**src/rtl/serial_adder.sv**
```systemverilog
`default_nettype none
// ============================================================================
// Module   : serial_adder
// Purpose  : Bit-serial WIDTH-bit adder. Operands are captured in parallel,
//            added LSB first one bit per clock through a full adder built
//            from two half adders and an OR, with a carry flop closing the
//            loop. The result is presented in parallel with a carry-out and
//            a one-cycle done strobe.
// Config   : SERIAL_ADDER_SUB_EN - when defined, adds the sub port; sub=1
//            computes a-b as a + ~b + 1 (carry=1 means no borrow).
// Ports    : clk    - rising-edge clock
//            rst_n  - asynchronous reset, active low
//            start  - capture a/b and begin (honoured only when not busy)
//            a, b   - operands, sampled on the accepting edge only
//            sub    - (SERIAL_ADDER_SUB_EN only) 1 = subtract
//            busy   - high while a serial operation is in progress
//            done   - one-cycle strobe, sum/carry just became final
//            sum    - result, held until the next completion
//            carry  - carry out of bit WIDTH-1, held with sum
// Revision : 1.0 - initial release
// ============================================================================
module serial_adder #(
  parameter int WIDTH = 16
) (
  input  logic             clk,
  input  logic             rst_n,
  input  logic             start,
  input  logic [WIDTH-1:0] a,
  input  logic [WIDTH-1:0] b,
`ifdef SERIAL_ADDER_SUB_EN
  input  logic             sub,
`endif
  output logic             busy,
  output logic             done,
  output logic [WIDTH-1:0] sum,
  output logic             carry
);

  localparam int             CW    = $clog2(WIDTH);
  localparam logic [CW-1:0] C_LAST = CW'(WIDTH - 1);

  typedef enum logic [1:0] {
    S_IDLE = 2'd0,
    S_RUN  = 2'd1,
    S_DONE = 2'd2
  } state_t;

  state_t           r_state;
  state_t           w_next;
  logic             w_load;
  logic             w_last;

  logic [WIDTH-1:0] r_a;
  logic [WIDTH-1:0] r_b;
  logic [WIDTH-1:0] r_res;
  logic [CW-1:0]    r_cnt;
  logic             r_c;
  logic [WIDTH-1:0] r_sum;
  logic             r_carry;

  logic [WIDTH-1:0] w_b_init;
  logic             w_c_init;

  logic             w_ha1_s;
  logic             w_ha1_c;
  logic             w_ha2_s;
  logic             w_ha2_c;
  logic             w_cout;
  logic [WIDTH-1:0] w_res_next;

  // Subtraction reuses the adder: a + ~b + 1, the +1 entering as carry-in.
`ifdef SERIAL_ADDER_SUB_EN
  assign w_b_init = sub ? ~b : b;
  assign w_c_init = sub;
`else
  assign w_b_init = b;
  assign w_c_init = 1'b0;
`endif

  // Full adder = two half adders plus an OR of their carries.
  assign w_ha1_s    = r_a[0] ^ r_b[0];
  assign w_ha1_c    = r_a[0] & r_b[0];
  assign w_ha2_s    = w_ha1_s ^ r_c;
  assign w_ha2_c    = w_ha1_s & r_c;
  assign w_cout     = w_ha1_c | w_ha2_c;
  // Sum bits enter at the MSB so that after WIDTH shifts bit 0 sits at LSB.
  assign w_res_next = {w_ha2_s, r_res[WIDTH-1:1]};

  assign w_last = (r_cnt == C_LAST);
  // Operands are accepted from IDLE and also straight out of DONE.
  assign w_load = start && ((r_state == S_IDLE) || (r_state == S_DONE));

  always_comb begin
    w_next = r_state;
    case (r_state)
      S_IDLE:  if (start) w_next = S_RUN;
      S_RUN:   if (w_last) w_next = S_DONE;
      S_DONE:  w_next = start ? S_RUN : S_IDLE;
      default: w_next = S_IDLE;
    endcase
  end

  always_ff @(posedge clk or negedge rst_n) begin
    if (!rst_n) begin
      r_state <= S_IDLE;
    end else begin
      r_state <= w_next;
    end
  end

  always_ff @(posedge clk or negedge rst_n) begin
    if (!rst_n) begin
      r_a     <= '0;
      r_b     <= '0;
      r_res   <= '0;
      r_cnt   <= '0;
      r_c     <= 1'b0;
      r_sum   <= '0;
      r_carry <= 1'b0;
    end else if (w_load) begin
      r_a   <= a;
      r_b   <= w_b_init;
      r_res <= '0;
      r_cnt <= '0;
      r_c   <= w_c_init;
    end else if (r_state == S_RUN) begin
      r_a   <= r_a >> 1;
      r_b   <= r_b >> 1;
      r_res <= w_res_next;
      r_c   <= w_cout;
      r_cnt <= r_cnt + CW'(1);
      // Outputs update only with the final bit, never with partial results.
      if (w_last) begin
        r_sum   <= w_res_next;
        r_carry <= w_cout;
      end
    end
  end

  assign busy  = (r_state == S_RUN);
  assign done  = (r_state == S_DONE);
  assign sum   = r_sum;
  assign carry = r_carry;

endmodule
`default_nettype wire

```
**config.mk**
```make
export PLATFORM = sky130hd
export DESIGN_NAME = serial_adder
export DESIGN_NICKNAME = d
export VERILOG_FILES = /design/src/rtl/serial_adder.sv
export SDC_FILE = /design/constraint.sdc
export NUM_CORES = 1
export LEC_CHECK = 0
export ABC_AREA = 1
export BUFFER_PORTS_ARGS = -buffer_cell sky130_fd_sc_hd__buf_2
export CORE_MARGIN = 2
export CORE_UTILIZATION = 59
export DETAILED_ROUTE_END_ITERATION = 8
export MAX_ROUTING_LAYER = met4
export PLACE_DENSITY = 0.83
export REMOVE_ABC_BUFFERS = 1
export SYNTH_ARGS = -nofsm -noshare
export SYNTH_HDL_FRONTEND = slang
export SYNTH_SLANG_ARGS = --single-unit
export TNS_END_PERCENT = 50
```
**constraint.sdc**
```tcl
create_clock -name clk -period 3.5 [get_ports clk]
set_input_delay 0.525 -clock clk [delete_from_list [all_inputs] [get_ports clk]]
set_output_delay 0.525 -clock clk [all_outputs]
set_load 0.005 [all_outputs]
```
After elaboration in Yosys (flattened, before gate mapping)
Cells that the tools add are included.
- muxes and demuxes: 14
- bitwise operators: 6
- add/sub/neg operators: 1
- equality and inequality tests: 5
- reduce and logical (&&, ||, !) cells: 6
- operator list (cell ; count):
    $mux W16 ; 6
    $mux W4 ; 2
    $pmux W2 S3 ; 1
    $add A4 B1 Y4 const B ; 1
    $eq A4 B4 Y1 const B ; 1
    $mux W2 ; 2
    $mux W1 ; 3
    $reduce_and A3 Y1 ; 1
    $and A1 B1 Y1 ; 2
    $eq A2 B1 Y1 const B ; 1
    $eq A2 B2 Y1 const B ; 1
    $logic_not A2 Y1 ; 1
    $ne A2 B1 Y1 const B ; 1
    $ne A2 B2 Y1 const B ; 1
    $reduce_and A2 Y1 ; 1
    $reduce_bool A2 Y1 ; 1
    $xor A1 B1 Y1 ; 2
    $logic_and A1 B1 Y1 ; 1
    $logic_or A1 B1 Y1 ; 1
    $not A1 Y1 ; 1
    $or A1 B1 Y1 ; 1
- bits in registers: 72
- input port bits: 35
- logic and storage cells: 40

Longest topological paths before layout
Gate-level depths: netlist (run 1).
- word-level depth: 5
- mapped depth: 8
- gate-level depth less buffers: 6

Least setup slack after synthesis (run 1)
OpenSTA, ideal clock, no wires.
- path kind: register to output
- start: register r_state[0]
- end: output port busy
- setup slack: 2.106 ns
- arrival time: 0.869 ns
- path buffers: 1
- cell stages (with the launch flop): 4
- required time: 2.975 ns
- cell sequence: dfrtp_1 > inv_1 > nor2_1 > buf_4
- longest elaborated chain between the ends: 1
- ends and longest elaborated chain (what ; RTL line ; source):
    start, declared ; 48 ; state_t r_state;
    start signal, assigned ; 107 ; r_state <= w_next;
    $eq A2 B1 Y1 ; 140 ; assign busy = (r_state == S_RUN);
    end, declared ; 33 ; output logic busy,
Every way passes these cells.

Final worst setup path (run 1)
- start: register r_state[0]
- end: register r_b[11]
- longest elaborated chain between the ends: 4
- elaborated cells on any way between the ends: 7
- those cells by class: 2 x eq/ne; 1 x mux; 4 x reduce/logical
- ends and longest elaborated chain (what ; RTL line ; source):
    $eq A2 B2 Y1 / $logic_not A2 Y1 (equally long branches) ; 91 ; assign w_load = start && ((r_state == S_IDLE) || (r_state == S_DONE));
    $logic_or A1 B1 Y1 ; 91 ;
    $logic_and A1 B1 Y1 ; 91 ;
    $mux W16 / $reduce_bool A2 Y1 (equally long branches) ; n/a ;
    end signal, assigned ; 122 ; r_b <= w_b_init;
    end signal, assigned ; 128 ; r_b <= r_b >> 1;
    end, declared ; 54 ; logic [WIDTH-1:0] r_b;
Several ways; a longest one is shown, not always the timed one.
A chain may end at the register's enable or synchronous reset.

==> results of run 1 <==
logic make-up (layout without fill, tap and decap cells):
logic type                 after synthesis  in the layout  share of synthesized area, %
buffers and inverters                   42             96                         6.094
xor gates and xnor gates                 1              1                        0.2825
AOI/OAI and AO/OA                       35             35                         6.174
adders and majority gates                2              2                         1.049
DFF                                     71             71                         57.30
and+or+nand+nor                        228            228                         29.10
critical path: stages (launching register included):
cell and delay, ns:
dfrtp_1 0.41, inv_1 0.08, nand2_2 0.44, nand2_4 0.35
inv_1 0.73, nand2_1 0.16, nand2_1 0.12
cell usage after synthesis (all sizes together):
cell      n  area (um^2)
a21oi     1        5.000
buf      14        83.83
clkbuf    5        18.77
dfrtp    71         1777
fa        1        20.02
ha        1        12.51
inv      23        86.33
nand2   205        782.0
nand3    17        90.09
nor2      6        30.03
o21ai    21        105.1
o22ai    13        81.33
xnor2     1        8.760
routing by layer:
metal	up-vias	GRT usage, %	wire (um)	share of wire (%)
li1	1273	-	-	-
met1	1169	27.07	2518	44
met2	73	37.96	2831	49
met3	9	3.318	294	5.1
met4	0	9.273	103	1.8
met5	-	-	0	0
cell usage in the layout, fill, tap and decap left out:
| cell | instances |
|---|---|
| nor2_1 | 4 |
| nand2_4 | 1 |
| nand3_2 | 1 |
| inv_1 | 23 |
| a21oi_1 | 1 |
| nand2_2 | 2 |
| nand2_1 | 202 |
| o22ai_1 | 13 |
| o21ai_0 | 21 |
| buf_2 | 53 |
| buf_4 | 4 |
| fa_1 | 1 |
| dfrtp_1 | 71 |
| clkinv_2 | 3 |
| ha_1 | 1 |
| nand3_1 | 16 |
| nor2_4 | 1 |
| clkinvlp_4 | 1 |
| clkbuf_8 | 9 |
| nor2_2 | 1 |
| xnor2_1 | 1 |
| clkbuf_1 | 3 |
layout make-up:
type | count | area (um^2) | area share, %
Clock inverter | 4 | 22.52 | 0.6360
Inverter | 23 | 86.33 | 2.438
Tap cell | 70 | 87.58 | 2.473
Timing Repair Buffer | 57 | 295.3 | 8.339
Sequential cell | 71 | 1777 | 50.18
Multi-Input combinational cell | 266 | 1137 | 32.12
Clock buffer | 12 | 135.1 | 3.816
worst max-delay path by stage:
stage          startpoint       end  slack (ns)  cells after the start
2_1_floorplan       start    r_b[1]        1.62                      5
3_3_place_gp        start  r_res[1]        1.07                      6
3_5_place_dp        start    r_b[0]        1.02                      6
4_1_cts        r_state[0]   r_b[11]        1.09                      6
5_1_grt        r_state[0]   r_b[11]        0.86                      6
6_report       r_state[0]   r_b[11]        1.12                      6
power by group through the flow:
stage / combinational [mW] / clock (mW) / sequential [mW]
after global placement: 0.988 / 0 / 1.35
final: 1.02 / 0.539 / 1.35
after global routing: 1.19 / 0.587 / 1.40
after detailed placement: 1.03 / 0 / 1.36
after CTS: 1.04 / 0.548 / 1.35
after floorplan: 0.692 / 0 / 1.34
state kept, by name (all words and copies together), names as in the netlist:
register,cells
sum,16
r_a,16
r_state,2
r_b,16
r_c,1
carry,1
r_res,15
r_cnt,4
==> results.cfg, run 1 <==
[sta]
fmax_ghz = 0.4198
setup_violations = 0
min_period_ns = 2.382
final_max_slew_viol_count = 0
hold_viol = 0
worst_pin_slew_ns = 1.132
finalCritPeriodShare_pct = 68.05
worst_slack_ns = 1.118
slew_headroom_pct = 24.44
finalHoldWorstSlack_ns = 0.2026
fin_skew_ns = 0.005796
grt_setup_unrepaired = false
finalSetupTns_ns = 0

[critical_path]
worstPathArrival_ns = 2.65
path_class = register to register
ff2ff_path_depth = 6
r2r-start = r_state[0]
crit_required_ns = 3.77
crit_path_max_fanout = 37
ff2ff_setup_slack_ns = 1.12
cp-start-kind = register
endpoint_kind = register
timing.rr.end = r_b[11]

[grt]
grt_pass1_vias = 2311
track_usage_pct = 22.41
grt_first_pass_wirelength_mm = 10.16
grt_antenna_before_repair = 0
grt_max_degree = 43
grt_overflow = 0

[placement]
pre_cts_slack_ns = 1.021
dpl.cell_count = 487
dpl_cell_area_um2 = 3383
dp_hpwl_mm = 3.795
portBuffers = 53
routabilityCongestion = 0.7773

[layout]
fin_util_pct = 69.77
fin_area_um2 = 3541
nets = 465
synthToLayoutAreaGrowth_pct = 14.21
final_cells = 503
diodes = 0
layout-drive-gt1-share_pct = 17.55
fillers = 452

[die]
io_pins = 54
die_w_um = 76.49
fp.coreArea_um2 = 5075
dieArea_um2 = 5851
dieHeight_um = 76.49
rows = 26
initial_utilization_pct = 61.09

[drt]
drt-total-wl_mm = 5.748
routedWlPerCell_um = 11.43
num_vias = 2524
drt_iter0_drc = 107
antenna_left = 0
remaining_drc_errors = 0
routed_via_density = 5.018
drtPass1Iterations = 4

[clock_network]
clk_pin_slew_ns = 0.07
cts_inserted_buffers = 9
cts_hold_buf = 0
h-tree-depth = 3
cts_sinks = 71
clock_latency_ns = 0.34
cts_tree = done
cts_root_buf = clkbuf_8
cts_setup_buffers = 0
cts.path.max_buffers = 2
cts.repair.resized = 0

[synthesis]
synth_cell_types = 19
syn_inst = 379
syn_area_um2 = 3100
syn_avg_cell_area_um2 = 8.181
ys_seq_elements = 71
yosysSeqAreaShare_pct = 57.30
synth_warnings = 0

[power]
leakage_nw = 1.954
p_total_mw = 2.911
switching_share_pct = 37.96
p_switching_mw = 1.105
seqPwrFrac_pct = 46.4
ir_drop_mv = 0.4324
p_per_area_nw_per_um2 = 822.1
intPower_mw = 1.806
p_comb_share_pct = 35.1
pwr-share-clk_pct = 18.5

[hold_path]
min_path_type = primary input to asynchronous set/reset pin

[run_status]
status = finished clean

[run]
drv_cap = 0
No activity file was read; power rests on OpenSTA's default activity.
==> inputs of run 2 (changes only) <==
CORE_UTILIZATION = 50   (was 59)
PLACE_DENSITY = 0.75   (was 0.83)
clock period = 2 ns   (was 3.5 ns; I/O delays follow)
==> run 2 against run 1 <==
  * Clock-buffer cell count shrank 2
  * Worst setup slack lost 0.72 ns
  * Via count shrank 1.8%
  * Routed wire length grew 8.1%
  * Clock power grew 120%
  * Sequential power grew 76%
  * Flip-flop and latch count is the same
  * Die area grew 17%
  * Utilization shrank 8.4 points
  * Cell count grew 2.2%
  * Global-route usage shrank 1.2 points
  * Critical path type is now register to primary output
==> results.cfg, run 2 (same netlist as run 1, synthesis figures left out) <==
[critical_path]
r2r-start = r_state[0]
worstPathArrival_ns = 1.30
slowest_delay_ns = 0.41
ff2ff_setup_slack_ns = 0.45
timing.rr.end = r_b[14]
path_class = register to primary output
cp_slowest_cell = dfrtp_1
crit_path_max_fanout = 8
endpoint_kind = primary output
path_cells = inv_1 > nor2_1 > buf_4 > buf_2
ff2ff_path_depth = 6
cp-start-kind = register
crit_required_ns = 1.70

[placement]
dpl.cell_count = 497
dp_hpwl_mm = 3.799
portBuffers = 53
routabilityCongestion = 0.7613
dpl_cell_area_um2 = 3440
pre_cts_slack_ns = 0.4443

[run]
drv_cap = 0

[sta]
worst_slack_ns = 0.4009
setup_violations = 0
grt_setup_unrepaired = false
final_max_slew_viol_count = 0
finalCritPeriodShare_pct = 79.95
slew_headroom_pct = 42.16
min_period_ns = 1.599
finalSetupTns_ns = 0
hold_viol = 0
worst_pin_slew_ns = 0.8666
fmax_ghz = 0.6254
fin_skew_ns = 0.01257

[grt]
grt_antenna_before_repair = 0
track_usage_pct = 21.25
grt_first_pass_wirelength_mm = 10.61
grt_max_degree = 72
grt_overflow = 0
grt_pass1_vias = 2447

[hold_path]
min_from = b[15]
worstHoldPathCells = 3
holdPathEnd = r_b[15]
min_path_type = primary input to register

[power]
switching_share_pct = 37.45
intPower_mw = 3.383
ir_drop_mv = 0.6677
p_per_area_nw_per_um2 = 1480
p_comb_share_pct = 34.2
p_switching_mw = 2.026
pwr-share-clk_pct = 22.0
seqPwrFrac_pct = 43.8
leakage_nw = 2.008

[die]
fp.coreArea_um2 = 5956
initial_utilization_pct = 52.06
dieArea_um2 = 6847
die_w_um = 82.75
io_pins = 54
rows = 28
dieHeight_um = 82.75

[layout]
fin_area_um2 = 3656
nets = 471
final_cells = 514
diodes = 0
synthToLayoutAreaGrowth_pct = 17.92
layout-drive-gt1-share_pct = 19.13
fin_util_pct = 61.39
final_cell_mix = 202 x nand2_1, 71 x dfrtp_1, 53 x buf_2
final_common_cell = nand2_1

[drt]
routedWlPerCell_um = 12.09
antenna_left = 0
drt-total-wl_mm = 6.216
remaining_drc_errors = 0
routed_via_density = 4.823
drt_iter0_drc = 191
drtPass1Iterations = 4
num_vias = 2479

[run_status]
status = finished clean

[clock_network]
cts_root_buf = clkbuf_8
cts_inserted_buffers = 9
h-tree-depth = 3
cts_sinks = 71
cts_hold_buf = 1
clk_pin_slew_ns = 0.08
cts.repair.resized = 0
cts_setup_buffers = 0
clock_latency_ns = 0.35
cts_tree = done
cts.path.max_buffers = 2
run 2: cell count changes in the layout (fill, tap and decap cells not counted):
cell,before,now
clkinv_2,3,1
dlygate4sd3_1,0,1
inv_6,0,1
clkinv_4,0,2
bufinv_16,0,1
clkbuf_1,3,0
buf_12,0,1
clkbuf_8,9,10
buf_4,4,8
run 2: how the worst max path moves through the flow:
| stage | start | end | slack [ns] | cells after the start |
|---|---|---|---|---|
| after CTS | r_state[0] | busy | 0.39 | 4 |
| after floorplan | r_state[0] | r_res[1] | 0.15 | 5 |
| after global routing | r_state[0] | r_a[7] | 0.27 | 6 |
| after detailed placement | r_state[0] | r_a[4] | 0.44 | 6 |
| after global placement | r_state[0] | r_b[1] | 0.46 | 6 |
| final | r_state[0] | busy | 0.40 | 4 |
run 2: layer usage:
| layer | part of all wire, % | vias up | track usage [%] |
|---|---|---|---|
| met2 | 46 | 61 | 35.48 |
| met1 | 47 | 1122 | 24.41 |
| met3 | 4.6 | 12 | 4.457 |
| met5 | 0 | - | - |
| met4 | 1.6 | 0 | 10.33 |
| li1 | - | 1284 | - |
run 2: worst max-delay path, delay by kind of cell (launching register included):
family	cells	cell delay, ns
DFF	1	0.41
buffers and inverters	3	0.39
and+or+nand+nor	1	0.15
run 2: layout make-up:
cell class | instances | area (um^2)
flip-flops and latches | 71 | 1777
clock buffers | 10 | 137.6
well taps | 75 | 93.84
clock inverters | 6 | 68.82
multi-input cells | 266 | 1137
repair buffers | 63 | 355.3
fillers | 539 | 2300
inverters | 23 | 86.33
run 2: stage by stage:
| step | hold WS (ns) | power, mW |
|---|---|---|
| after floorplan | 0.004409 | 3.556 |
| after CTS | 0.1394 | 5.469 |
| after global routing | 0.1555 | 5.883 |
| final | 0.1528 | 5.409 |
| after global placement | 0.3559 | 4.181 |
| after detailed placement | 0.3555 | 4.262 |
run 2: power groups by stage:
stage / clock (mW) / sequential [mW] / combinational [mW]
floorplan: 0 / 2.35 / 1.21
CTS: 1.21 / 2.37 / 1.89
global route: 1.28 / 2.45 / 2.15
global placement: 0 / 2.37 / 1.81
finish: 1.19 / 2.37 / 1.85
detailed placement: 0 / 2.39 / 1.87
==> inputs of run 3 (changes only) <==
ABC_AREA = 0   (was 1)
CORE_UTILIZATION = 49   (was 50)
PLACE_DENSITY = 0.74   (was 0.75)
clock period = 1.4 ns   (was 2 ns; I/O delays follow)
==> run 3 against run 2 <==
  * The flow now finishes with violations (negative setup slack)
  * Non-clock buffer count is 19 higher
  * Total power is 63% higher
  * Cell count is 20% lower
  * Sequential power increased by 51%
  * Synthesized area decreased by 5.3%
  * Routed wire length rose by 5.6%
  * Final area grew 5.3%
  * Flip-flop and latch count unchanged
  * Combinational power is 80% higher
  * Largest cell class unchanged
==> results.cfg, run 3 <==
[clock_network]
cts_tree = done
cts_sinks = 71
clock_latency_ns = 0.35
cts_root_buf = clkbuf_8
h-tree-depth = 3
cts_inserted_buffers = 9
clk_pin_slew_ns = 0.08
cts.path.max_buffers = 2

[grt]
track_usage_pct = 20.53
grt_antenna_before_repair = 0
grt_overflow = 0
grt_first_pass_wirelength_mm = 9.908
grt_pass1_vias = 2033
grt_max_degree = 58

[layout]
layout-drive-gt1-share_pct = 36.50
final_cell_mix = 70 x dfrtp_1, 56 x nand2_1, 52 x buf_2
diodes = 0
final_common_cell = dfrtp_1
final_cells = 412
fin_area_um2 = 3849
synthToLayoutAreaGrowth_pct = 31.06
nets = 370
fin_util_pct = 65.78

[sta]
hold_viol = 0
worst_pin_slew_ns = 0.4884
fmax_ghz = 0.6557
setup_violations = 22
final_max_slew_viol_count = 0
finalCritPeriodShare_pct = 108.9
fin_skew_ns = 0.01006
finalHoldWorstSlack_ns = 0.09500
grt_setup_unrepaired = true
worst_slack_ns = -0.1252
min_period_ns = 1.525
slew_headroom_pct = 67.29

[die]
rows = 28
io_pins = 54
dieHeight_um = 81.42
die_w_um = 81.42
initial_utilization_pct = 50.19
dieArea_um2 = 6628
fp.coreArea_um2 = 5851

[placement]
dp_hpwl_mm = 3.791
routabilityCongestion = 0.7350
dpl.cell_count = 379
portBuffers = 53
pre_cts_slack_ns = -0.1897
dpl_cell_area_um2 = 3331

[hold_path]
min_path_type = primary input to register

[synthesis]
synth_warnings = 0
ys_seq_elements = 71
syn_inst = 259
synth_edf_count = 0
async_reset_ff_share_pct = 100.0
yosys.area.top_type = dfrtp_1
syn_area_um2 = 2937
syn_avg_cell_area_um2 = 11.34
synth_area_leaders = dfrtp_1 61%, nand2_1 7.2%, a22o_1 5.7%
synth_top_area_share_pct = 60.50
ys_top_cells_by_count = 71 x dfrtp_1, 56 x nand2_1, 24 x a31oi_1, 24 x nor2_1, 19 x a22o_1
yosysSeqAreaShare_pct = 60.50
synth_ff_type = dfrtp_1
synth_cell_types = 25
yosysMostFrequentCell = dfrtp_1

[drt]
num_vias = 2212
routed_via_density = 5.369
remaining_drc_errors = 0
antenna_left = 0
drtPass1Iterations = 4
routedWlPerCell_um = 15.93
drt_iter0_drc = 155
drt-total-wl_mm = 6.564

[critical_path]
crit_required_ns = 1.63
worstPathArrival_ns = 1.75
crit_path_max_fanout = 6
cp-start-kind = register
endpoint_kind = register
path_class = register to register

[power]
p_per_area_nw_per_um2 = 2296
ir_drop_mv = 1.068
leakage_nw = 1.889

[run]
drv_cap = 0

[run_status]
status = finished with violations
violations = negative setup slack
[run 3: changes by cell type after synthesis, sizes merged, moves of 6 or more]
| cell | previous run | this run |
|---|---|---|
| o21ai | 21 | 2 |
| o22ai | 13 | 0 |
| nor2 | 6 | 25 |
| inv | 23 | 1 |
| nand2 | 205 | 56 |
| a22o | 0 | 19 |
| a22oi | 0 | 6 |
| a31oi | 0 | 24 |
| mux2 | 0 | 18 |
| nand3 | 17 | 7 |
[run 3: path summary, 6_finish.rpt]
kind	from	endpoint	slack [ns]	depth (start not counted)
setup / recovery	r_cnt[0]	sum[6]	-0.13	5
hold / removal	b[15]	r_b[15]	0.1	2
setup reg to reg	r_cnt[0]	sum[6]	-0.13	5
hold reg to reg	r_cnt[3]	r_cnt[3]	0.49	1
max in group asynchronous	rst_n	r_state[0]	0.61	3
min in group asynchronous	rst_n	sum[10]	0.30	2
[run 3: area by class of cell]
| cell class | count | area, um^2 |
|---|---|---|
| Clock buffer | 9 | 123.9 |
| Clock inverter | 6 | 110.1 |
| Sequential cell | 71 | 1778 |
| Tap cell | 75 | 93.84 |
| Multi-Input combinational cell | 168 | 1100 |
| Inverter | 1 | 6.256 |
| Timing Repair Buffer | 82 | 636.9 |
| Fill cell | 468 | 2002 |
[run 3: kinds of logic (layout without fill, tap and decap cells)]
family	count (synthesis)	after routing	share of synthesized area, %
flip-flops	71	71	60.50
AND/OR/NAND/NOR	95	95	13.38
adder cells (fa/ha/maj)	2	2	1.108
multiplexers	20	20	8.735
AO/OA/AOI/OAI	51	51	12.65
buffers and inverters	20	98	3.622
[run 3: stage by stage]
step / total power, mW / setup TNS, ns
2_1_floorplan: 5.232 / -39.70
3_3_place_gp: 6.118 / -3.776
3_5_place_dp: 6.280 / -5.484
4_1_cts: 8.390 / -2.405
5_1_grt: 9.445 / -4.472
6_report: 8.836 / -1.778
[run 3: metal layers]
metal	vias to the layer above	share of wire (%)	GRT usage (%)
met1	1095	46	28.62
li1	1045	-	-
met2	63	48	29.10
met3	9	4.4	4.615
met5	-	0	-
met4	0	1.5	8.644
[run 3: repair_timing]
item,CTS,global route
cloned,1,2
resized for setup,5,16
endpoints found under the setup margin,38,38
pin swaps,1,4
hold endpoints to repair,12,0
hold buffers,1,0
buffers inserted,0,14
[run 3: where the power goes]
group	switching [mW]	internal (mW)	total [mW]
sequential	0.597	2.98	3.58
combinational	1.47	1.86	3.33
clock	0.764	1.17	1.93
[run 3: critical path, stage by stage, from the launching register on]
cell and delay, ns:
dfrtp_1 0.37, ha_2 0.18, and3_4 0.17, and2_4 0.22
clkbuf_16 0.17, mux2_4 0.30
